===== src/rtl/linear_output_collector_if.sv =====
// Stream-in / vector-out bundle between a linear_layer result stream and the
// collector that packs it into an activation vector for the next layer.
interface linear_output_collector_if #(
  parameter int ACC_WIDTH  = 32,
  parameter int DATA_WIDTH = 8,
  parameter int M          = 3
);
  logic signed [ACC_WIDTH-1:0]    in_data;
  logic                           in_valid;
  logic                           in_done;
  logic                           in_ready;
  logic        [M*DATA_WIDTH-1:0] act_out;
  logic                           vec_valid;
  logic                           vec_ack;
  logic                           err;
  logic                           err_clr;

  modport master (
    output in_data, in_valid, in_done, vec_ack, err_clr,
    input  in_ready, act_out, vec_valid, err
  );

  modport slave (
    input  in_data, in_valid, in_done, vec_ack, err_clr,
    output in_ready, act_out, vec_valid, err
  );
endinterface


===== src/rtl/linear_output_collector.sv =====
// Collects M serial accumulator results, applies ReLU/shift/saturation and
// holds the packed vector until the downstream layer acknowledges it.
module linear_output_collector #(
  parameter int ACC_WIDTH  = 32,
  parameter int DATA_WIDTH = 8,
  parameter int M          = 3,
  parameter int SHIFT      = 0,
  parameter int RELU       = 1
) (
  input  logic                     clk,
  input  logic                     rst,
  linear_output_collector_if.slave bus
);

  localparam int CNT_W = $clog2(M + 1);
  localparam logic signed [ACC_WIDTH-1:0] SAT_MAX =
    ACC_WIDTH'((64'sd1 <<< (DATA_WIDTH - 1)) - 64'sd1);
  localparam logic signed [ACC_WIDTH-1:0] SAT_MIN = ~SAT_MAX;

  typedef enum logic {
    COLLECT = 1'b0,
    FULL    = 1'b1
  } state_e;

  state_e                    state_q, state_d;
  logic [CNT_W-1:0]          cnt_q, cnt_d;
  logic [M*DATA_WIDTH-1:0]   act_q, act_d;
  logic                      err_q, err_d;

  logic signed [ACC_WIDTH-1:0] reluVal;
  logic signed [ACC_WIDTH-1:0] shifted;
  logic [DATA_WIDTH-1:0]       satVal;
  logic [CNT_W-1:0]            effCnt;
  logic                        errSet;

  always_comb begin
    reluVal = bus.in_data;
    if (RELU != 0 && bus.in_data[ACC_WIDTH-1]) begin
      reluVal = '0;
    end
    shifted = reluVal >>> SHIFT;
    if (shifted > SAT_MAX) begin
      satVal = SAT_MAX[DATA_WIDTH-1:0];
    end else if (shifted < SAT_MIN) begin
      satVal = SAT_MIN[DATA_WIDTH-1:0];
    end else begin
      satVal = shifted[DATA_WIDTH-1:0];
    end
  end

  always_comb begin
    state_d = state_q;
    cnt_d   = cnt_q;
    act_d   = act_q;
    effCnt  = cnt_q;
    errSet  = 1'b0;

    case (state_q)
      COLLECT: begin
        if (bus.in_valid) begin
          if (cnt_q < CNT_W'(M)) begin
            for (int k = 0; k < M; k++) begin
              if (cnt_q == CNT_W'(k)) begin
                act_d[k*DATA_WIDTH +: DATA_WIDTH] = satVal;
              end
            end
            effCnt = cnt_q + CNT_W'(1);
          end else begin
            errSet = 1'b1;
          end
        end
        cnt_d = effCnt;
        // The done marker is judged on the count including this cycle's beat.
        if (bus.in_done) begin
          if (effCnt == CNT_W'(M)) begin
            state_d = FULL;
          end else begin
            cnt_d  = '0;
            errSet = 1'b1;
          end
        end
      end
      FULL: begin
        if (bus.in_valid || bus.in_done) begin
          errSet = 1'b1;
        end
        if (bus.vec_ack) begin
          state_d = COLLECT;
          cnt_d   = '0;
        end
      end
      default: begin
        state_d = COLLECT;
        cnt_d   = '0;
      end
    endcase

    err_d = errSet | (err_q & ~bus.err_clr);
  end

  always_ff @(posedge clk) begin
    if (!rst) begin
      state_q <= COLLECT;
      cnt_q   <= '0;
      act_q   <= '0;
      err_q   <= 1'b0;
    end else begin
      state_q <= state_d;
      cnt_q   <= cnt_d;
      act_q   <= act_d;
      err_q   <= err_d;
    end
  end

  assign bus.in_ready  = (state_q == COLLECT);
  assign bus.vec_valid = (state_q == FULL);
  assign bus.act_out   = act_q;
  assign bus.err       = err_q;

endmodule


===== src/flat_wrapper.sv =====
// flat-port wrapper written by rule: the top's interface ports become plain ports
module linear_output_collector_flat 
#(
  parameter int ACC_WIDTH  = 32,
  parameter int DATA_WIDTH = 8,
  parameter int M          = 3,
  parameter int SHIFT      = 0,
  parameter int RELU       = 1
)
  (clk, rst, bus_in_data, bus_in_valid, bus_in_done, bus_vec_ack, bus_err_clr, bus_in_ready, bus_act_out, bus_vec_valid, bus_err);
  linear_output_collector_if #(.ACC_WIDTH(ACC_WIDTH), .DATA_WIDTH(DATA_WIDTH), .M(M)) bus_i ();
  input  logic clk;
  input  logic rst;
  input wire logic [$bits(bus_i.in_data)-1:0] bus_in_data;
  input wire logic [$bits(bus_i.in_valid)-1:0] bus_in_valid;
  input wire logic [$bits(bus_i.in_done)-1:0] bus_in_done;
  input wire logic [$bits(bus_i.vec_ack)-1:0] bus_vec_ack;
  input wire logic [$bits(bus_i.err_clr)-1:0] bus_err_clr;
  output wire logic [$bits(bus_i.in_ready)-1:0] bus_in_ready;
  output wire logic [$bits(bus_i.act_out)-1:0] bus_act_out;
  output wire logic [$bits(bus_i.vec_valid)-1:0] bus_vec_valid;
  output wire logic [$bits(bus_i.err)-1:0] bus_err;
  assign bus_i.in_data = bus_in_data;
  assign bus_i.in_valid = bus_in_valid;
  assign bus_i.in_done = bus_in_done;
  assign bus_i.vec_ack = bus_vec_ack;
  assign bus_i.err_clr = bus_err_clr;
  assign bus_in_ready = bus_i.in_ready;
  assign bus_act_out = bus_i.act_out;
  assign bus_vec_valid = bus_i.vec_valid;
  assign bus_err = bus_i.err;
  linear_output_collector #(.ACC_WIDTH(ACC_WIDTH), .DATA_WIDTH(DATA_WIDTH), .M(M), .SHIFT(SHIFT), .RELU(RELU)) u_core (.clk(clk), .rst(rst), .bus(bus_i));
endmodule

===== config.mk =====
export PLATFORM = sky130hd
export DESIGN_NAME = linear_output_collector_flat
export DESIGN_NICKNAME = d
export VERILOG_FILES = /design/src/rtl/linear_output_collector_if.sv /design/src/rtl/linear_output_collector.sv /design/src/flat_wrapper.sv
export SDC_FILE = /design/constraint.sdc
export NUM_CORES = 1
export LEC_CHECK = 0
export ABC_AREA = 1
export ABC_CLOCK_PERIOD_IN_PS = 1210
export CELL_PAD_IN_SITES_DETAIL_PLACEMENT = 0
export CELL_PAD_IN_SITES_GLOBAL_PLACEMENT = 1
export CORE_UTILIZATION = 24
export CTS_CLUSTER_DIAMETER = 50
export DETAILED_ROUTE_END_ITERATION = 10
export PLACE_DENSITY_LB_ADDON = 0.12
export SLEW_MARGIN = 20
export SYNTH_ARGS = -nofsm -noshare
export SYNTH_HDL_FRONTEND = slang
export SYNTH_SLANG_ARGS = --single-unit

===== constraint.sdc =====
create_clock -name clk -period 1.21 [get_ports clk]
set_input_delay 0.242 -clock clk [delete_from_list [all_inputs] [get_ports clk]]
set_output_delay 0.242 -clock clk [all_outputs]
set_load 0.01 [all_outputs]

# --- After elaboration in Yosys (flattened, before gate mapping) ---
# Cells that the tools add are included.
word_totals:
  regBits: 28
  latchBits: 0
  ram_bits: 0
  romBits: 0
  input_bits: 38
  wordCells: 43
  mem_count: 0
classes:
  n_addsub: 1
  n_mul: 0
  n_div: 0
  n_lt_le_gt_ge: 3
  n_eq_ne: 4
  shift: 0
  muxes: 20
  bitwise_logic: 4
  n_reduce_logical: 5
ops:
  columns: ["cell", "count"]
  rows:
  - ["$gt 32x8->1 const B", 1]
  - ["$lt 32x8->1 const B", 1]
  - ["$mux 31", 1]
  - ["$mux 8", 2]
  - ["$mux 2", 6]
  - ["$reduce_and 4->1", 3]
  - ["$mux 1", 8]
  - ["$eq 2x2->1 const B", 2]
  - ["$pmux 1 s2", 2]
  - ["$pmux 2 s2", 1]
  - ["$add 2x1->2 const B", 1]
  - ["$eq 2x1->1 const B", 1]
  - ["$logic_not 2->1", 1]
  - ["$lt 2x2->1 const B", 1]
  - ["$ne 2x2->1 const B", 1]
  - ["$not 1->1", 2]
  - ["$and 1x1->1", 1]
  - ["$logic_or 1x1->1", 1]
  - ["$or 1x1->1", 1]

# --- Logic depth before layout (Yosys ltp) ---
# Gate-level depths: netlist (run 1).
logic_depth:
  word_depth: 9
  mapped_depth: 6
  mapped_depth_nobuf: 6

# --- Least setup slack after synthesis (run 1) ---
# No wires, ideal clock.
synth_timing:
  kind: "flip-flop to flip-flop"
  startpoint: "register u_core.state_q, in the netlist u_core.bus.vec_valid"
  endpoint: "register u_core.act_q[21], in the netlist u_core.bus.act_out[21]"
  setup_time_ns: 0.066
  arrival_time_ns: 1.123
  slack_ns: 0.021
  path_stages_with_launch: 5
  n_path_buf: 1
  synth_period_minus_slack_ns: 1.189
  path_cell_list: "dfxtp_1 nor4_4 buf_6 o21ai_2 a21oi_2"
synth_via:
  elab_chain_cells: 2
synth_rtl:
  columns: ["item", "line", "rtl"]
  rows:
  - ["start, declared", "linear_output_collector.sv:25", "state_e state_q, state_d;"]
  - ["start signal, assigned", "linear_output_collector.sv:108", "state_q <= state_d;"]
  - ["$not 1->1 (no line)", null, null]
  - ["$reduce_and 4->1 (no line)", null, null]
  - ["end signal, assigned", "linear_output_collector.sv:110", "act_q <= act_d;"]
  - ["end, declared", "linear_output_collector.sv:27", "logic [M*DATA_WIDTH-1:0] act_q, act_d;"]
# Every way passes these cells.
# A chain may end at the register's enable or synchronous reset.

# --- Worst setup path after layout (run 1) ---
layout_timing:
  startpoint: "register u_core.state_q, in the netlist u_core.bus.vec_valid"
  endpoint: "register u_core.act_q[22], in the netlist u_core.bus.act_out[22]"
# Same word-level chain as after synthesis.

==> results.sh, run 1 <==
export IMPL_holdPathStages=2
export IMPL_start_util_pct=25.4
export IMPL_grt_pass1_wl_mm=5.82
export IMPL_syn_avg_cell_area_um2=7.78
export IMPL_die_h_um=73.3
export IMPL_yosysWarnings=0
export IMPL_hold_violations=0
export IMPL_tightest_slew_ns=0.263
export IMPL_clockRootBuffer="clkbuf_8"
export IMPL_period_minus_slack_ns=1.19
export IMPL_drtIter0Drc=37
export IMPL_area_growth_pct=88.2
export IMPL_seqPwrFrac_pct=46.8
export IMPL_fp_dieW_um=73.3
export IMPL_maxSlewHeadroom_pct=82.3
export IMPL_tritoncts="yes"
export IMPL_ys_ff_latch=28
export IMPL_clock_sinks=28
export IMPL_first_global_vias=1221
export IMPL_r2r_slack_ns=0.02
export IMPL_status="finished clean"
export IMPL_reg2reg_depth=5
export IMPL_coreArea_mm2=0.00482
export IMPL_pin_count=65
export IMPL_clk_pin_slew_ns=0.10
export IMPL_track_usage_pct=14.3
export IMPL_syn_nets=195
export IMPL_postRouteAntennaNets=0
export IMPL_setup_viol=0
export IMPL_power_uw=2130
export IMPL_place_gp_congestion=0.752
export IMPL_comb_power_share_pct=18.4
export IMPL_dieArea_mm2=0.00538
export IMPL_viasPerCell=4.47
export IMPL_pre_cts_ws_ns=-0.315
export IMPL_ys_seq_area_share_pct=45.9
export IMPL_numCtsBuffers=3
export IMPL_syn_area_mm2=0.00122
export IMPL_internal_power_uw=1630
export IMPL_worst_setup_path_start_kind="flip-flop"
export IMPL_dr_pass1_iters=4
export IMPL_diodes=0
export IMPL_synth_cell_types=21
export IMPL_grt_setup_unrepaired="true"
export IMPL_grt_max_degree=25
export IMPL_required_ns=1.39
export IMPL_finalClockSkew_ns=0.00493
export IMPL_maxCapViolCount=0
export IMPL_clkPwrFrac_pct=34.8
export IMPL_htreeDepth=1
export IMPL_nNetsFinal=279
export IMPL_rows=25
export IMPL_finalWirelength_mm=3.77
export IMPL_fin_hold_ws_ns=0.432
export IMPL_dp_cells=297
export IMPL_switchingPower_uw=499
export IMPL_dp_hpwl_mm=2.78
export IMPL_clock_latency_ns=0.28
export IMPL_critPathKind="reg -> reg"
export IMPL_clockBufferDepth=2
export IMPL_finalCritPeriodShare_pct=98.2
export IMPL_routedWlPerCell_um=12.3
export IMPL_hold_path_class="reg -> reg"
export IMPL_num_vias=1372
export IMPL_drc=0
export IMPL_crit_fanout=6
export IMPL_cellPowerDensity_mw_per_mm2=925
export IMPL_grt_overflow_total=0
export IMPL_setup_ws_ns=0.0222
export IMPL_end_kind="flip-flop"
export IMPL_ir_drop_uv=730
export IMPL_switching_share_pct=23.5
export IMPL_crit_arrival_ns=1.37
export IMPL_syn_inst=157
export IMPL_antenna_found_initial=0
export IMPL_io_buffers=64
export IMPL_p_leak_uw=0.00119
export IMPL_final_cell_count_no_fill=307
export IMPL_fmax_mhz=842
export IMPL_drive_above_1_share_pct=25.8
export IMPL_slew_violations=0
## registers in the layout, summed over array words and instances (netlist names)
signal / cells
u_core.bus.act_out: 24
u_core.bus.err: 1
u_core.cnt_q: 2
u_core.bus.vec_valid: 1
## cell usage after synthesis, drive strengths merged
cell type  number  area share [%]
inv            17             5.2
nor4            2             3.5
a21oi          24              10
a31oi           1            0.51
a211oi          1            0.61
nor3            1            0.41
o21ai          25              11
clkbuf          1            0.31
nor2           24             8.0
nand4           7             3.6
nand2          19             5.8
dfxtp          28              46
buf             4             3.2
nand3           3             1.6
## final timing paths
check,endpoint,from
hold / removal,u_core.bus.act_out[23],u_core.bus.act_out[23]
setup / recovery,u_core.bus.act_out[22],u_core.bus.vec_valid
setup reg to reg,u_core.bus.act_out[22],u_core.bus.vec_valid
hold reg to reg,u_core.bus.act_out[23],u_core.bus.act_out[23]
## cell type report
class / instances / area, um^2
Fill cell: 501 / 2520
Timing Repair Buffer: 84 / 886
Multi-Input combinational cell: 107 / 619
Sequential cell: 28 / 574
Tap cell: 67 / 83.8
Inverter: 17 / 63.8
Clock buffer: 3 / 41.3
Clock inverter: 1 / 30.0
## stage by stage
stage | util (%) | TNS [ns] | instance area [um^2]
6_report | 47.7 | 0 | 2300
5_1_grt | 47.7 | -0.124 | 2300
4_1_cts | 43.3 | 0 | 2080
3_5_place_dp | 42.2 | -7.12 | 2030
3_3_place_gp | 42.2 | -6.83 | 2030
2_1_floorplan | - | 0 | 1220
## placed cells by master, fill, tap and decap left out
| cell type | count |
|---|---|
| nand3_2 | 1 |
| dfxtp_1 | 21 |
| buf_12 | 2 |
| dfxtp_4 | 2 |
| a21oi_1 | 16 |
| dfxtp_2 | 5 |
| a21oi_2 | 8 |
| inv_1 | 15 |
| clkbuf_2 | 2 |
| nand2_2 | 5 |
| nand4_1 | 7 |
| bufinv_16 | 1 |
| nand2_1 | 14 |
| nor3_1 | 1 |
| inv_2 | 2 |
| nand3_1 | 2 |
| buf_6 | 7 |
| nor2_1 | 23 |
| clkbuf_8 | 3 |
| nor2_4 | 1 |
| clkdlybuf4s15_1 | 7 |
| buf_4 | 10 |
| o21ai_0 | 4 |
| a31oi_1 | 1 |
| clkdlybuf4s50_1 | 12 |
| nor4_4 | 2 |
| o21ai_2 | 10 |
| dlygate4sd2_1 | 19 |
| o21ai_1 | 11 |
| dlymetal6s2s_1 | 24 |
| a211oi_1 | 1 |
| clkbuf_16 | 1 |
## power groups by stage
stage | clock (uW) | sequential, uW | combinational [uW]
3_3_place_gp | 0 | 1010 | 378
2_1_floorplan | 0 | 1030 | 119
4_1_cts | 761 | 993 | 356
6_report | 740 | 995 | 391
3_5_place_dp | 0 | 1010 | 379
5_1_grt | 805 | 1000 | 424
## per-layer routing
metal	track usage [%]	vias to the layer above	part of all wire (%)
met4	4.49	0	0.77
met1	18.7	642	48
met2	23.4	26	48
li1	-	702	-
met3	3.57	2	3.8
met5	0	-	0
## logic make-up after synthesis
family | after synthesis | synth area share (%)
AO/OA/AOI/OAI | 51 | 22.4
buffers and inverters | 22 | 8.71
flip-flops | 28 | 45.9
AND/OR/NAND/NOR | 56 | 23.0
## timing repair
action | in CTS | in global routing
hold buffers | 0 | 0
setup endpoints to repair | 43 | 26
resized for setup | 37 | 71
buffers inserted | 0 | 5
gates cloned | 0 | 1
pin swaps | 1 | 27
## worst max-delay path, stage by stage, from the launching register on
cell and delay, ns:
dfxtp_2 0.35, buf_6 0.13, nor4_4 0.26, buf_6 0.18
buf_4 0.12, a21oi_2 0.05
Power figures use the tool's default switching activity.
==> run 2: changes to the inputs <==
- ABC_CLOCK_PERIOD_IN_PS: 1210 -> not set
==> results of run 2 <==
Same layout as run 1: the final DEF is identical, and so are final timing and power.
==> run 3: changes to the inputs <==
- PLACE_DENSITY_LB_ADDON: 0.12 -> 0.1
==> run 3 against run 2 <==
Net effect:
- the flow now finishes with violations (negative setup slack)
- power up 0.32%
- routed wire length up 2.4%
- cell count grew 0.98%
- sequential share of layout area fell by 0.96 points
- flip-flop and latch count stayed put
- clock skew grew 0.0021 ns
- first-iteration DRC count increased by 24%
- clock power up 0.9%
- global-route usage fell by 0.63 points
- core utilization is 1.7 points higher
==> results.sh, run 3 (synthesis gave the netlist of run 1 again) <==
export IMPL_ir_drop_uv=777
export IMPL_worstHoldStart="u_core.bus.act_out[23]"
export IMPL_fp_dieW_um=73.3
export IMPL_rows=25
export IMPL_holdPathStages=2
export IMPL_drtIter0Drc=46
export IMPL_area_growth_pct=94.9
export IMPL_tritoncts="yes"
export IMPL_period_minus_slack_ns=1.23
export IMPL_clk_pin_slew_ns=0.10
export IMPL_comb_power_share_pct=18.6
export IMPL_track_usage_pct=13.7
export IMPL_switchingPower_uw=503
export IMPL_first_global_vias=1238
export IMPL_rr_endpoint="u_core.bus.act_out[22]"
export IMPL_grt_pass1_wl_mm=5.63
export IMPL_tightest_slew_ns=0.291
export IMPL_viasPerCell=4.42
export IMPL_clock_latency_ns=0.28
export IMPL_cellPowerDensity_mw_per_mm2=896
export IMPL_holdBufCountCts=0
export IMPL_io_buffers=64
export IMPL_nNetsFinal=282
export IMPL_slew_violations=0
export IMPL_hold_path_class="reg -> reg"
export IMPL_grt_overflow_total=0
export IMPL_reg2reg_depth=6
export IMPL_internal_power_uw=1630
export IMPL_start_util_pct=25.4
export IMPL_fin_tns_setup_ns=-0.0537
export IMPL_die_h_um=73.3
export IMPL_coreArea_mm2=0.00482
export IMPL_finalClockSkew_ns=0.00703
export IMPL_placed_area_mm2=0.00209
export IMPL_r2r_slack_ns=-0.02
export IMPL_numCtsBuffers=3
export IMPL_largest_reg_flops=24
export IMPL_diodes=0
export IMPL_rr_startpoint="u_core.bus.vec_valid"
export IMPL_min_to="u_core.bus.act_out[23]"
export IMPL_crit_family="buffers and inverters"
export IMPL_setup_viol=6
export IMPL_fmax_mhz=812
export IMPL_pin_count=65
export IMPL_worst_setup_path_start_kind="flip-flop"
export IMPL_clockBufferDepth=2
export IMPL_finalWirelength_mm=3.86
export IMPL_crit_fanout=8
export IMPL_hold_violations=0
export IMPL_required_ns=1.39
export IMPL_postRouteAntennaNets=0
export IMPL_place_gp_congestion=0.737
export IMPL_cpMaxStageDelayCell="dfxtp_4"
export IMPL_drc=0
export IMPL_maxCapViolCount=0
export IMPL_drive_above_1_share_pct=25.1
export IMPL_dr_pass1_iters=3
export IMPL_grt_max_degree=17
export IMPL_end_kind="flip-flop"
export IMPL_finalCritPeriodShare_pct=102
export IMPL_clkPwrFrac_pct=35.0
export IMPL_switching_share_pct=23.6
export IMPL_clock_sinks=28
export IMPL_p_leak_uw=0.00123
export IMPL_dp_hpwl_mm=2.79
export IMPL_pre_cts_ws_ns=-0.340
export IMPL_final_area_mm2=0.00238
export IMPL_fillers=522
export IMPL_htreeDepth=1
export IMPL_crit_arrival_ns=1.41
export IMPL_violations="negative setup slack"
export IMPL_grt_setup_unrepaired="true"
export IMPL_seqPwrFrac_pct=46.3
export IMPL_setup_ws_ns=-0.0209
export IMPL_routedWlPerCell_um=12.4
export IMPL_crit_buf_inv=4
export IMPL_num_vias=1370
export IMPL_cp_slowest_stage_delay_ns=0.37
export IMPL_crit_chain="buf_12, nor4_4, buf_4, buf_12, buf_4, a21oi_2"
export IMPL_dieArea_mm2=0.00538
export IMPL_clockRootBuffer="clkbuf_8"
export IMPL_layout_common_cells="dlymetal6s2s_1 (25), dfxtp_1 (25), dlygate4sd2_1 (23)"
export IMPL_antenna_found_initial=0
export IMPL_maxSlewHeadroom_pct=80.6
export IMPL_critPathKind="reg -> reg"
export IMPL_status="finished with violations"
==> run 3: cell types whose count changed in the layout (fill, tap and decap cells not counted), moves of 2 or more <==
cell and delta:
o21ai_2 -2, nor2_2 +2, dlygate4sd2_1 +4, buf_12 +4
o21ai_1 +3, clkdlybuf4s15_1 -4, dfxtp_2 -5, nor2_1 -2
dfxtp_1 +4, buf_6 -3
==> run 3: what timing repair did <==
| action | 4_1_cts | 5_1_grt |
|---|---|---|
| pin swaps | 0 | 32 |
| buffers inserted | 0 | 6 |
| resized for setup | 42 | 57 |
| endpoints found under the setup margin | 50 | 26 |
| cloned | 0 | 2 |
==> run 3: worst max-delay path by stage <==
stage / from / to / slack (ns) / cells after the start
after floorplan: u_core.bus.vec_valid / u_core.bus.act_out[21] / 0.02 / 4
after CTS: u_core.bus.vec_valid / u_core.bus.act_out[20] / -0.01 / 5
after global placement: bus_in_data[23] / u_core.bus.act_out[16] / -0.28 / 8
after global routing: u_core.bus.vec_valid / u_core.bus.act_out[17] / -0.08 / 6
after detailed placement: bus_in_data[23] / u_core.bus.act_out[2] / -0.34 / 8
final: u_core.bus.vec_valid / u_core.bus.act_out[22] / -0.02 / 6
==> run 3: routing by layer <==
layer / track usage (%) / wire length, um
met5: 0 / 0
met4: 1.92 / 19
met3: 4.12 / 150
met2: 25.8 / 2040
met1: 15.5 / 1650
==> run 3: final cells by class <==
type	count	area (um^2)	share of cell area, %
clock buffers	3	41.3	1.74
flip-flops and latches	28	572	24.0
clock inverters	1	30.0	1.26
multi-input cells	107	619	26.0
repair buffers	87	967	40.6
well taps	67	83.8	3.52
inverters	17	66.3	2.79
==> run 3: through the flow <==
step	power, uW	hold WS, ns	std cells	utilization, %
2_1_floorplan	1140	0.380	157	-
3_3_place_gp	1400	0.422	298	43.4
3_5_place_dp	1410	0.429	298	43.4
4_1_cts	2130	0.441	302	44.6
5_1_grt	2230	0.463	310	49.4
6_report	2130	0.433	310	49.4
==> run 3: tightest hold or removal path, stage by stage (launching register included) <==
cell,delay [ns]
dfxtp_1,0.32
nand2_1,0.05
nor2_1,0.04
==> run 3: power by group through the flow <==
| stage | sequential (uW) | combinational, uW | clock [uW] |
|---|---|---|---|
| after floorplan | 1030 | 119 | 0 |
| after global placement | 1010 | 391 | 0 |
| after detailed placement | 1010 | 396 | 0 |
| after CTS | 989 | 376 | 769 |
| after global routing | 994 | 434 | 801 |
| final | 988 | 397 | 747 |
